<file path="config.mk">
export PLATFORM = sky130hd
export DESIGN_NAME = multi_channel_waveform_gen
export DESIGN_NICKNAME = d
export VERILOG_FILES = /design/src/rtl/multi_channel_waveform_gen.sv
export SDC_FILE = /design/constraint.sdc
export NUM_CORES = 1
export LEC_CHECK = 0
export ABC_CLOCK_PERIOD_IN_PS = 3600
export BUFFER_PORTS_ARGS = -buffer_cell sky130_fd_sc_hd__buf_2
export CAP_MARGIN = 10
export CORE_UTILIZATION = 61
export DETAILED_ROUTE_END_ITERATION = 8
export PLACE_DENSITY = 0.8
export SYNTH_ARGS = -nofsm -noshare
export SYNTH_HDL_FRONTEND = slang
export SYNTH_SLANG_ARGS = --single-unit
</file>
<file path="constraint.sdc">
create_clock -name i_clk -period 3.6 [get_ports i_clk]
set_input_delay 0.54 -clock i_clk [delete_from_list [all_inputs] [get_ports i_clk]]
set_output_delay 0.54 -clock i_clk [all_outputs]
set_load 0.05 [all_outputs]
</file>
<file path="src/rtl/multi_channel_waveform_gen.sv">
// Multi-channel waveform generator: one shared period counter, per-channel
// rise/fall positions, shadowed configuration reloaded at start and at each wrap.
module multi_channel_waveform_gen #(
  parameter int NCH = 3,
  parameter int CW  = 8,
  localparam int CHW = (NCH > 1) ? $clog2(NCH) : 1
) (
  input  logic           i_clk,
  input  logic           i_rst,
  input  logic           i_start,
  input  logic           i_stop,
  input  logic           i_oneshot,
  input  logic           i_cfg_we,
  input  logic [CHW-1:0] i_cfg_ch,
  input  logic [1:0]     i_cfg_sel,
  input  logic [CW-1:0]  i_cfg_data,
  output logic [NCH-1:0] o_sig,
  output logic [CW-1:0]  o_cnt,
  output logic           o_busy,
  output logic           o_wrap
);

  typedef enum logic {
    S_IDLE = 1'b0,
    S_RUN  = 1'b1
  } state_t;

  state_t r_state, w_state_nxt;
  logic                 r_mode, w_mode_nxt;
  logic [CW-1:0]        r_cnt, w_cnt_nxt;
  logic [NCH-1:0]       r_sig, w_sig_nxt;
  logic                 w_copy;
  logic                 w_wr_ok;
  logic                 w_wrap;
  logic [CW-1:0]        w_last;

  logic [CW-1:0]        r_sh_rise   [NCH];
  logic [CW-1:0]        r_sh_fall   [NCH];
  logic [CW-1:0]        r_sh_period;
  logic [CW-1:0]        r_act_rise  [NCH];
  logic [CW-1:0]        r_act_fall  [NCH];
  logic [CW-1:0]        r_act_period;
  logic [CW-1:0]        w_sh_rise_nxt [NCH];
  logic [CW-1:0]        w_sh_fall_nxt [NCH];
  logic [CW-1:0]        w_sh_period_nxt;

  // Periods of 0 and 1 both collapse to a single-count period.
  assign w_last = (r_act_period <= CW'(1)) ? CW'(0) : (r_act_period - CW'(1));
  assign w_wrap = (r_state == S_RUN) && (r_cnt == w_last);

  assign w_wr_ok = i_cfg_we && (i_cfg_sel != 2'd3) &&
                   ((i_cfg_sel == 2'd2) || (32'(i_cfg_ch) < 32'(NCH)));

  // Next shadow values; the active copy loads these, so a coinciding write is forwarded.
  always_comb begin
    w_sh_rise_nxt   = r_sh_rise;
    w_sh_fall_nxt   = r_sh_fall;
    w_sh_period_nxt = r_sh_period;
    if (w_wr_ok) begin
      case (i_cfg_sel)
        2'd0: begin
          for (int i = 0; i < NCH; i++) begin
            if (32'(i_cfg_ch) == i) begin
              w_sh_rise_nxt[i] = i_cfg_data;
            end else begin
              w_sh_rise_nxt[i] = r_sh_rise[i];
            end
          end
        end
        2'd1: begin
          for (int i = 0; i < NCH; i++) begin
            if (32'(i_cfg_ch) == i) begin
              w_sh_fall_nxt[i] = i_cfg_data;
            end else begin
              w_sh_fall_nxt[i] = r_sh_fall[i];
            end
          end
        end
        2'd2:    w_sh_period_nxt = i_cfg_data;
        default: w_sh_period_nxt = r_sh_period;
      endcase
    end else begin
      w_sh_period_nxt = r_sh_period;
    end
  end

  // Next-state, counter and channel-output logic.
  always_comb begin
    w_state_nxt = r_state;
    w_mode_nxt  = r_mode;
    w_cnt_nxt   = r_cnt;
    w_sig_nxt   = r_sig;
    w_copy      = 1'b0;
    case (r_state)
      S_IDLE: begin
        if (i_start && !i_stop) begin
          w_state_nxt = S_RUN;
          w_mode_nxt  = i_oneshot;
          w_cnt_nxt   = CW'(0);
          w_sig_nxt   = '0;
          w_copy      = 1'b1;
        end else begin
          w_state_nxt = S_IDLE;
        end
      end
      S_RUN: begin
        w_copy = w_wrap;
        if (i_stop || (w_wrap && r_mode)) begin
          w_state_nxt = S_IDLE;
          w_cnt_nxt   = CW'(0);
          w_sig_nxt   = '0;
        end else begin
          w_cnt_nxt = w_wrap ? CW'(0) : (r_cnt + CW'(1));
          // Clear wins over set, so rise == fall keeps the channel low.
          for (int i = 0; i < NCH; i++) begin
            if (r_cnt == r_act_fall[i]) begin
              w_sig_nxt[i] = 1'b0;
            end else if (r_cnt == r_act_rise[i]) begin
              w_sig_nxt[i] = 1'b1;
            end else begin
              w_sig_nxt[i] = r_sig[i];
            end
          end
        end
      end
      default: begin
        w_state_nxt = S_IDLE;
        w_cnt_nxt   = CW'(0);
        w_sig_nxt   = '0;
      end
    endcase
  end

  // FSM state register.
  always_ff @(posedge i_clk) begin
    if (i_rst) begin
      r_state <= S_IDLE;
    end else begin
      r_state <= w_state_nxt;
    end
  end

  // Datapath and configuration registers.
  always_ff @(posedge i_clk) begin
    if (i_rst) begin
      r_mode       <= 1'b0;
      r_cnt        <= CW'(0);
      r_sig        <= '0;
      r_sh_period  <= CW'(0);
      r_act_period <= CW'(0);
      for (int i = 0; i < NCH; i++) begin
        r_sh_rise[i]  <= CW'(0);
        r_sh_fall[i]  <= CW'(0);
        r_act_rise[i] <= CW'(0);
        r_act_fall[i] <= CW'(0);
      end
    end else begin
      r_mode      <= w_mode_nxt;
      r_cnt       <= w_cnt_nxt;
      r_sig       <= w_sig_nxt;
      r_sh_period <= w_sh_period_nxt;
      r_sh_rise   <= w_sh_rise_nxt;
      r_sh_fall   <= w_sh_fall_nxt;
      if (w_copy) begin
        r_act_period <= w_sh_period_nxt;
        r_act_rise   <= w_sh_rise_nxt;
        r_act_fall   <= w_sh_fall_nxt;
      end
    end
  end

  assign o_sig  = r_sig;
  assign o_cnt  = r_cnt;
  assign o_busy = (r_state == S_RUN);
  assign o_wrap = w_wrap;

endmodule

</file>
### Yosys cells after proc, flatten, opt, wreduce, memory -nomap -nowiden

Cells that the tools add are included.

* bits in registers: 125
* latch bits: 0
* memory bits (writable): 0
* bits in read-only memories: 0
* input port bits: 18
* output and inout bits: 13
* word-level logic and storage cells: 85
* memories kept: 0

* $add $sub $neg: 2
* multiply operators: 0
* divide/modulo/power cells: 0
* $lt $le $gt $ge: 2
* equal/unequal tests: 16
* shift operators: 0
* multiplexer cells: 30
* bitwise operators: 1
* reduce and logical (&&, ||, !) cells: 14

Operators with widths (number)
* $mux 24: 4
* $mux 8: 12
* $eq 8x8->1: 7
* $pmux 8 s2: 1
* $ne 4x1->1 const B: 3
* $add 8x1->8 const B: 1
* $le 8x1->1 const B: 1
* $mux 1: 8
* $reduce_and 2->1: 4
* $sub 8x1->8 const B: 1
* $mux 3: 2
* $pmux 3 s2: 1
* $logic_and 1x1->1: 5
* $eq 2x1->1 const B: 2
* $eq 2x2->1 const B: 2
* $logic_not 2->1: 2
* $ne 2x2->1 const B: 2
* $pmux 1 s2: 2
* $logic_or 1x1->1: 2
* $lt 2x2->1 const B: 1
* $logic_not 1->1: 1
* $not 1->1: 1

### Longest topological paths before layout

Gate-level depths: netlist (run 1).

* depth after elaboration: 8
* gate-level depth with buffers: 12
* mapped depth without buffers: 9

### Least setup slack after synthesis (run 1)

No wires, ideal clock.

* kind: register to register
* from: reg r_act_period[0]
* to: reg r_act_fall[0] (netlist name)
* library setup time: 0.121 ns
* arrival: 2.752 ns
* data required time: 3.479 ns
* slack: 0.726 ns
* stages on the path, launching flop included: 13
* buffers on the path: 3
* clock period less this slack: 2.874 ns
* cell sequence: dfxtp_1 inv_1 ha_1 clkbuf_1 or2_2 a2111o_1 a31oi_1 o211ai_1 nor4_4 nor2_2 buf_6 buf_6 mux2_4

* cells in the longest elaborated chain, start to end: 5
* elaborated cells between the ends (all ways): 6
* classes of those cells: add/sub: 1; order compare: 1; eq/ne: 1; mux: 2; reduce/logical: 1

Ends and longest elaborated chain
* start: declaration: RTL line 42 `logic [CW-1:0] r_act_period;`
* start signal: assignment: RTL line 165 `r_act_period <= w_sh_period_nxt;`
* $sub 8x1->8 or $le 8x1->1 (tied branches): RTL line 48 `assign w_last = (r_act_period <= CW'(1)) ? CW'(0) : (r_act_period - CW'(1));`
* $mux 8 *: RTL line 48
* $eq 8x8->1 *: RTL line 49 `assign w_wrap = (r_state == S_RUN) && (r_cnt == w_last);`
* $logic_and 1x1->1 *: RTL line 49
* $pmux 1 s2 *: RTL line 94 `case (r_state)`
* end signal: assignment: RTL line 167 `r_act_fall <= w_sh_fall_nxt;`
* end: declaration: RTL line 41 `logic [CW-1:0] r_act_fall [NCH];`

Mark *: on every way between the ends. The rest lies on a longest branch, timed or not.
A chain may end at the register's enable or synchronous reset.

### Final worst setup path (run 1)

* from: reg r_act_period[0]
* to: out o_wrap

* cells in the longest elaborated chain, start to end: 4
* elaborated cells between the ends (all ways): 5
* classes of those cells: add/sub: 1; order compare: 1; eq/ne: 1; mux: 1; reduce/logical: 1

Ends and longest elaborated chain
* $sub 8x1->8 or $le 8x1->1 (tied branches): RTL line 48
* $mux 8 *: RTL line 48
* $eq 8x8->1 *: RTL line 49
* $logic_and 1x1->1 *: RTL line 49
* end: declaration: RTL line 20 `output logic o_wrap`

Marked as above.

==> summary.txt, run 1 <==
P_int -> 2.579 mW
Number of buffers created by CTS -> 17
EDFF count, synth -> 0
Clock power frac -> 0.496
Die Wd -> 100.4 um
# DRC -> 0
Crit. End Element -> primary output
Setup Fix Bufs, Post-CTS -> 0
IO Pins -> 31
Max stage delay cell, worst path -> dfxtp_1
Detailed Routing Iterations Pass 1 -> 5
Max Cap Viol -> 0
Post-DP HPWL -> 8.648 mm
Initial antenna violation count -> 0
Ys async rst share -> 0
CTS tree -> yes
Critical Path Source Type -> flip-flop
Setup Skew -> 6.757 ps
Slew margin rel. -> 0.3230
Worst Tran Pin Value -> 1010 ps
Leading area contributor after synthesis -> dfxtp_1
Final cycle utilization of the critical path -> 0.9663
Critical path's top delay family -> compound AO/OA/AOI/OAI gates
Most frequent cells in the layout -> dfxtp_1, nor2_1, mux2i_1, nor2b_1, mux2_4
Fin nets -> 622
I/O Buffers -> 30
DR vias/cell -> 5.764
Initial DRC count -> 216
Worst-path cell chain -> inv_1 > ha_1 > or2_2 > a2111o_1 > a31oi_1 > o211ai_1 > nor4_4 > buf_4
Flops & latches, synth -> 125
Sequential area share after synthesis -> 0.4235
Final wirelength -> 13.83 mm
Starting density of the core -> 0.6335
DR top layer -> met4
Vias in the first global route -> 4,441
Die area -> 0.01009 mm^2
WL met2 -> 6.869 mm
Part of the power in registers -> 0.422
Outcome -> completed
Clock-pin slew on the worst setup and hold paths -> 60 ps
Met3 routed WL -> 544 um
Final setup vio count -> 0
Antenna diodes -> 0
Hold Fails Final Rpt -> 0
Crit-path max cell delay -> 400 ps
Gr usage total -> 0.2974
Post-layout min period -> 3479 ps
Dominant synthesized flop cell -> dfxtp_1
Worst path required time -> 3060 ps
Total Power -> 3.368 mW
Vias -> 4,283
First-pass GRT wire length -> 22.50 mm
Global placer's final weighted congestion -> 0.9316
Hold Path Class -> in2reg
Post-Synthesis Cells -> 576
CTS max path bufs -> 2
Clk sinks -> 125
Post-Syn Area -> 0.005909 mm^2
Synth area leaders -> dfxtp_1, mux2_4, mux2i_1, nor2b_1, xnor2_1
Metal1 wirelength -> 6.038 mm
Clk_lat worst skew -> 510 ps
Syn Area/Cell -> 10.26 um^2
Grt total ovfl -> 0
Slew Viols, Final -> 0
Crit path max fanout -> 9
Util after Layout -> 0.7207
Static leakage -> 2.981 nW
Critical path class -> reg2out
Root Driver -> clkbuf_8
Yosys warns -> 0
P&R area growth vs syn -> 13.76%
Critical path arrival -> 2940 ps
Row count -> 35
PD cells -> 500.9 mW/mm^2
Share of cells above drive strength 1 -> 0.2248
Switching pwr -> 0.7885 mW
WP buf/inv -> 2
Syn_nets -> 597
Pin count of the biggest net entering global routing -> 87
Die height -> 100.4 um
Core Area -> 0.009328 mm^2
Most common cell after layout, fill and taps aside -> dfxtp_1
Drt wl/cell -> 18.61 um
H-Tree Depth -> 4
Post-synth top area share -> 0.4235
Antenna-violating nets left -> 0
F_max -> 287.5 MHz
RSZ-0062 raised after global routing -> false
Combinational share of power -> 0.082
Synth cell types -> 47
Peak supply drop -> 333.1 uV
Setup_tns -> 0 ps
Sw Share -> 0.2342
==> per-layer routing <==
| layer | vias up | GRT usage |
|---|---|---|
| met1 | 2091 | 0.3572 |
| met5 | - | 0 |
| met3 | 29 | 0.06616 |
| met4 | 0 | 0.1249 |
| met2 | 132 | 0.5126 |
| li1 | 2031 | - |
==> cell type report <==
| cell class | count | area (um^2) |
|---|---|---|
| tap | 129 | 161.4 |
| inverter | 9 | 33.78 |
| timing repair buffer | 41 | 250.2 |
| fill | 653 | 2605 |
| clock inverter | 11 | 142.6 |
| sequential | 125 | 2502 |
| multi-input combinational | 407 | 3193 |
| clock buffer | 21 | 439.2 |
==> final timing paths <==
check,cells past startpoint,slack [ps],startpoint,endpoint
worst max-delay path,8,120,r_act_period[0],o_wrap
worst min-delay path,2,280,i_start,o_busy
worst max register to register,11,380,r_act_period[0],r_act_fall[23]
worst min register to register,2,510,r_sh_fall[17],r_sh_fall[17]
==> flip-flops by register name, summed over array words and instances (netlist names) <==
register      flops
o_busy            1
o_cnt             8
o_sig             3
r_act_fall       24
r_act_period      8
r_act_rise       24
r_mode            1
r_sh_fall        24
r_sh_period       8
r_sh_rise        24
==> worst reg2reg max path: cells and delay by family (launching register included) <==
family | cells | cell delay [ps]
AO/OA/AOI/OAI | 3 | 710
adder cells (fa/ha/maj) | 1 | 320
AND/OR/NAND/NOR | 3 | 710
flip-flops | 1 | 400
buffers and inverters | 3 | 580
multiplexers | 1 | 390
==> power by group through the flow <==
stage          Clock [mW]  Sequential, mW  Combinational, mW
5_1_grt              1.75            1.42              0.294
3_5_place_dp            0            1.45              0.270
3_3_place_gp            0            1.45              0.262
2_1_floorplan           0            1.46              0.200
6_report             1.67            1.42              0.276
4_1_cts              1.68            1.42              0.272
==> synthesized netlist by cell type, types with 2 or more instances <==
master	count
inv_1	9
ha_1	3
mux2_4	40
o21a_1	2
xnor2_1	33
o211ai_1	7
or2_2	4
clkbuf_1	22
nor3_1	7
or4_1	5
nand4_1	8
nor2b_1	53
a31oi_1	3
o32a_1	2
nand3_1	7
o31ai_1	4
nand2_1	20
o21ai_0	6
o32ai_1	2
xor2_1	19
buf_6	7
nor3_2	3
nor2_1	70
nand2b_1	6
nor4_1	6
a21oi_1	6
buf_1	5
nand3b_1	2
mux2_2	16
dfxtp_1	125
mux2i_1	58
==> cells by family after synthesis <==
group / after synthesis / share of synthesized area
and+or+nand+nor: 198 / 0.1772
DFF: 125 / 0.4235
muxes: 114 / 0.2304
xor gates and xnor gates: 52 / 0.07707
buffers and inverters: 44 / 0.03705
AOI/OAI and AO/OA: 40 / 0.04849
adders and majority gates: 3 / 0.006353
==> repair_timing <==
action | 4_1_cts | 5_1_grt
hold buffers | 0 | 0
resized for setup | 0 | 2
setup endpoints to repair | 0 | 1
hold endpoints to repair | 0 | 0
==> stage by stage <==
step           worst slack, ps  hold slack, ps  std cells  area (um^2)
3_5_place_dp             468.1           498.5        711         6138
5_1_grt                  22.95           257.7        743         6723
6_report                 121.3           281.7        743         6723
2_1_floorplan            726.4           458.1        576         5909
4_1_cts                  72.28           260.2        743         6720
3_3_place_gp             603.3           482.9        711         6138
(Power assumes the default switching activity.)
==> run 2, diff against run 1 <==
--- a/config.mk
+++ b/config.mk
@@ -5,7 +5,7 @@
 export SDC_FILE = /design/constraint.sdc
 export NUM_CORES = 1
 export LEC_CHECK = 0
-export ABC_CLOCK_PERIOD_IN_PS = 3600
+export ABC_CLOCK_PERIOD_IN_PS = 3340
 export BUFFER_PORTS_ARGS = -buffer_cell sky130_fd_sc_hd__buf_2
 export CAP_MARGIN = 10
 export CORE_UTILIZATION = 61
==> constraint.sdc (replaced) <==
create_clock -name i_clk -period 3.34 [get_ports i_clk]
set_input_delay 0.501 -clock i_clk [delete_from_list [all_inputs] [get_ports i_clk]]
set_output_delay 0.501 -clock i_clk [all_outputs]
set_load 0.05 [all_outputs]
==> run 2 against run 1 <==
- core utilization is 0.66 points higher
- combinational power increased by 11%
- register-to-register slack got worse by 160 ps
- global-route usage shrank 0.66 points
- first-iteration DRC count decreased by 1.9%
- non-clock buffer count is 6 higher
- critical endpoint unchanged
- via count fell by 0.68%
- flip-flop and latch count stayed put
- clock power is 7% higher
- sequential share of layout area shrank 0.30 points
- count of clock-buffer cells in the layout did not move
==> summary.txt, run 2 (synthesized netlist as in run 1, its figures left out) <==
Critical path arrival -> 2730 ps
Gr usage total -> 0.2908
Drt wl/cell -> 18.44 um
Slew Viols, Final -> 0
I/O Buffers -> 30
Total Power -> 3.613 mW
Clk_lat worst skew -> 520 ps
Hold Fails Final Rpt -> 0
Most frequent cells in the layout -> dfxtp_1, nor2_1, mux2i_1, nor2b_1, mux2_4
Die height -> 100.4 um
Core Area -> 0.009328 mm^2
CTS max path bufs -> 2
Setup_tns -> 0 ps
Row count -> 35
FILL cells -> 644
Global placer's final weighted congestion -> 0.9842
Share of cells above drive strength 1 -> 0.2407
Hold Crit Depth -> 2
First-pass GRT wire length -> 21.96 mm
Most common cell after layout, fill and taps aside -> dfxtp_1
Worst path required time -> 2840 ps
Crit path max fanout -> 9
Vias in the first global route -> 4,256
Number of buffers created by CTS -> 17
Clk sinks -> 125
Peak supply drop -> 299.0 uV
Post-route cell area -> 0.006784 mm^2
Hold Path Class -> in2reg
Grt total ovfl -> 0
Placed instance area -> 0.006168 mm^2
Hold-fix buffers, CTS -> 0
Setup Skew -> 9.217 ps
Antenna diodes -> 0
CTS tree -> yes
Post-DP HPWL -> 8.646 mm
Worst-path cell chain -> inv_1 > ha_4 > or2_2 > a2111o_1 > a31oi_1 > o211ai_1 > nor4_4 > buf_6
Initial antenna violation count -> 0
Final setup vio count -> 0
Static leakage -> 3.011 nW
Util after Layout -> 0.7273
Outcome -> completed
Critical Path Source Type -> flip-flop
Reg2Reg Depth -> 10
# DRC -> 0
Initial DRC count -> 212
Post-layout min period -> 3228 ps
Crit. End Element -> primary output
P&R area growth vs syn -> 14.80%
Detailed Routing Iterations Pass 1 -> 4
IO Pins -> 31
F_max -> 309.8 MHz
Clock-pin slew on the worst setup and hold paths -> 60 ps
Starting density of the core -> 0.6335
Fin nets -> 628
Pin count of the biggest net entering global routing -> 95
DR vias/cell -> 5.687
PD cells -> 532.6 mW/mm^2
Slew margin rel. -> 0.3802
Vias -> 4,254
Reg-to-reg setup timing slack -> 220 ps
Crit-path max cell delay -> 380 ps
Final cycle utilization of the critical path -> 0.9666
Max stage delay cell, worst path -> a2111o_1
Critical path class -> reg2out
Die Wd -> 100.4 um
H-Tree Depth -> 4
Root Driver -> clkbuf_8
Final wirelength -> 13.79 mm
Die area -> 0.01009 mm^2
Antenna-violating nets left -> 0
Worst Tran Pin Value -> 929.7 ps
Max Cap Viol -> 0
run 2: cell types whose count changed in the layout (fill, tap and decap cells not counted), moves of 2 or more:
cell / previous run / this run
dfxtp_2: 0 / 2
clkbuf_8: 2 / 4
clkbuf_1: 3 / 1
buf_4: 12 / 17
dfxtp_1: 125 / 123
run 2: worst max-delay path: cells and delay by family (launching register included):
family	cells	cell delay, ps
adders and majority gates	1	210
and+or+nand+nor	2	620
AOI/OAI and AO/OA	3	700
DFF	1	360
buffers and inverters	2	310
run 2: layout make-up:
type                            count  area [um^2]  share of cell area
Clock buffer                       21        459.2             0.06769
Clock inverter                     10        115.1             0.01697
Inverter                            9        33.78            0.004980
Multi-Input combinational cell    407         3211              0.4733
Sequential cell                   125         2505              0.3692
Tap cell                          129        161.4             0.02379
Timing Repair Buffer               47        299.0             0.04408
run 2: repair_timing:
action	4_1_cts	5_1_grt
hold endpoints to repair	0	0
buffers inserted	1	1
gates resized for setup	3	4
pin swaps	1	1
endpoints found under the setup margin	1	1
run 2: worst paths after layout:
path / from / end
hold / removal: i_start / o_busy
setup reg to reg: r_act_period[2] / r_act_fall[17]
hold reg to reg: r_sh_fall[20] / r_sh_fall[20]
setup / recovery: r_act_period[0] / o_wrap
run 2: per-layer routing:
layer / vias to the layer above / wire length [um] / global-route usage
li1: 2034 / - / -
met2: 146 / 6489 / 0.4731
met4: 0 / 278 / 0.1148
met3: 23 / 856 / 0.07033
met5: - / 0 / 0
met1: 2051 / 6168 / 0.3723
run 2: power by group:
| group | total, mW | internal [mW] | switching [mW] |
|---|---|---|---|
| clock | 1.78 | 1.11 | 0.662 |
| combinational | 0.307 | 0.119 | 0.188 |
| sequential | 1.53 | 1.51 | 0.0154 |
| total | 3.61 | 2.75 | 0.865 |
run 2: through the flow:
step	std cells	hold slack [ps]	setup WS, ps
after floorplan	576	458.1	466.4
final	748	221.3	111.6
after detailed placement	715	489.9	255.1
after CTS	747	210.2	69.50
after global routing	748	218.1	-17.55
after global placement	715	481.2	366.1
==> run 3, diff against run 2 <==
--- a/config.mk
+++ b/config.mk
@@ -8,9 +8,8 @@
 export ABC_CLOCK_PERIOD_IN_PS = 3340
 export BUFFER_PORTS_ARGS = -buffer_cell sky130_fd_sc_hd__buf_2
 export CAP_MARGIN = 10
-export CORE_UTILIZATION = 61
+export CORE_UTILIZATION = 35
 export DETAILED_ROUTE_END_ITERATION = 8
-export PLACE_DENSITY = 0.8
 export SYNTH_ARGS = -nofsm -noshare
 export SYNTH_HDL_FRONTEND = slang
 export SYNTH_SLANG_ARGS = --single-unit
==> run 3 against run 2 <==
- register-to-register slack better by 90 ps
- routed wire length down 1.1%
- critical endpoint unchanged
- critical path depth stayed put
- count of clock-buffer cells in the layout grew 3
- die area increased by 73%
- via count down 2.8%
==> summary.txt, run 3 (synthesized netlist as in run 1, its figures left out) <==
Outcome -> completed
Initial DRC count -> 248
Starting density of the core -> 0.3576
Row count -> 47
Worst path required time -> 2840 ps
# DRC -> 0
Final wirelength -> 13.64 mm
Critical path arrival -> 2680 ps
Critical Path Source Type -> flip-flop
Vias in the first global route -> 4,327
Final cycle utilization of the critical path -> 0.9512
CTS max path bufs -> 2
Max Cap Viol -> 0
Hold-fix buffers, CTS -> 0
Clk_lat worst skew -> 410 ps
Clock-pin slew on the worst setup and hold paths -> 50 ps
Most common cell after layout, fill and taps aside -> dfxtp_1
CTS tree -> yes
Crit path max fanout -> 9
F_max -> 314.7 MHz
Antenna-violating nets left -> 0
Total Power -> 3.631 mW
Drt wl/cell -> 16.31 um
PD cells -> 528.4 mW/mm^2
Static leakage -> 3.011 nW
P&R area growth vs syn -> 16.28%
DR vias/cell -> 4.947
Post-layout min period -> 3177 ps
First-pass GRT wire length -> 22.30 mm
Clk sinks -> 125
FILL cells -> 1,593
Vias -> 4,136
Hold Fails Final Rpt -> 0
Die height -> 131.9 um
Placed instance area -> 0.006267 mm^2
Gr usage total -> 0.1655
IO Pins -> 31
Crit. End Element -> primary output
Most frequent cells in the layout -> dfxtp_1, nor2_1, mux2i_1, nor2b_1, mux2_4
Slew Viols, Final -> 0
Cell Count, Final, Fillers Out -> 836
Final setup vio count -> 0
Worst Tran Pin Value -> 846.8 ps
Core Area -> 0.01652 mm^2
Root Driver -> clkbuf_16
Post-route cell area -> 0.006872 mm^2
Util after Layout -> 0.4158
Die Wd -> 131.9 um
Detailed Routing Iterations Pass 1 -> 5
Dpl cells -> 804
Fin nets -> 625
Global placer's final weighted congestion -> 0.8615
Number of buffers created by CTS -> 17
Hold Path Class -> in2reg
Setup Skew -> 10.88 ps
Share of cells above drive strength 1 -> 0.2321
Critical path class -> reg2out
Post-DP HPWL -> 9.058 mm
Antenna diodes -> 0
Peak supply drop -> 243.9 uV
RSZ-0062 raised after global routing -> false
Die area -> 0.01741 mm^2
Grt total ovfl -> 0
Pin count of the biggest net entering global routing -> 84
Setup_tns -> 0 ps
I/O Buffers -> 30
Initial antenna violation count -> 0
Slew margin rel. -> 0.4354
H-Tree Depth -> 4
## run 3: cell count changes in the layout (fill, tap and decap cells not counted), sizes merged
cell / before / now
clkbuf: 21 / 24
buf: 47 / 44
clkinvlp: 3 / 0
## run 3: routing by layer
layer | vias up | track usage | routed length [um]
met5 | - | 0 | 0
met4 | 0 | 0.07752 | 229
met3 | 16 | 0.02845 | 443
met2 | 81 | 0.2798 | 6563
met1 | 2006 | 0.2046 | 6403
li1 | 2033 | - | -
## run 3: where the power goes
group | internal [mW] | leakage [nW] | switching (mW)
combinational | 0.115 | 1.71 | 0.186
sequential | 1.52 | 1.01 | 0.0145
clock | 1.19 | 0.296 | 0.613
total | 2.82 | 3.01 | 0.814
## run 3: timing repair
| action | in CTS | in global routing |
|---|---|---|
| setup buffers | 0 | 1 |
| pin swaps | 1 | 1 |
| endpoints found under the setup margin | 1 | 1 |
| resized for setup | 2 | 2 |
## run 3: through the flow
step                hold WS, ps  worst slack (ps)
global route              326.9             11.05
global placement          481.1             382.3
finish                    338.5             162.8
floorplan                 458.1             466.4
CTS                       318.7             12.52
detailed placement        486.9             304.2
## run 3: layout make-up
class                           count  area, um^2  share of cell area
Clock buffer                       24       501.7             0.07302
Clock inverter                      7       85.08             0.01238
Inverter                            9       33.78            0.004916
Multi-Input combinational cell    407        3196              0.4650
Sequential cell                   125        2504              0.3643
Tap cell                          220       275.3             0.04006
Timing Repair Buffer               44       276.5             0.04024
## run 3: path summary, 6_finish.rpt
check	startpoint	to	slack (ps)	cells past startpoint
hold / removal	i_start	o_busy	340	2
setup reg to reg	r_act_period[0]	r_act_rise[12]	310	11
setup / recovery	r_act_period[0]	o_wrap	160	8
hold reg to reg	r_sh_fall[17]	r_sh_fall[17]	500	2
## run 3: worst max-delay path, cell delays in order, from the launching register on
cell	delay, ps
dfxtp_2	370
inv_1	90
ha_2	240
or2_2	360
a2111o_1	380
a31oi_1	170
o211ai_1	150
nor4_4	300
buf_6	210
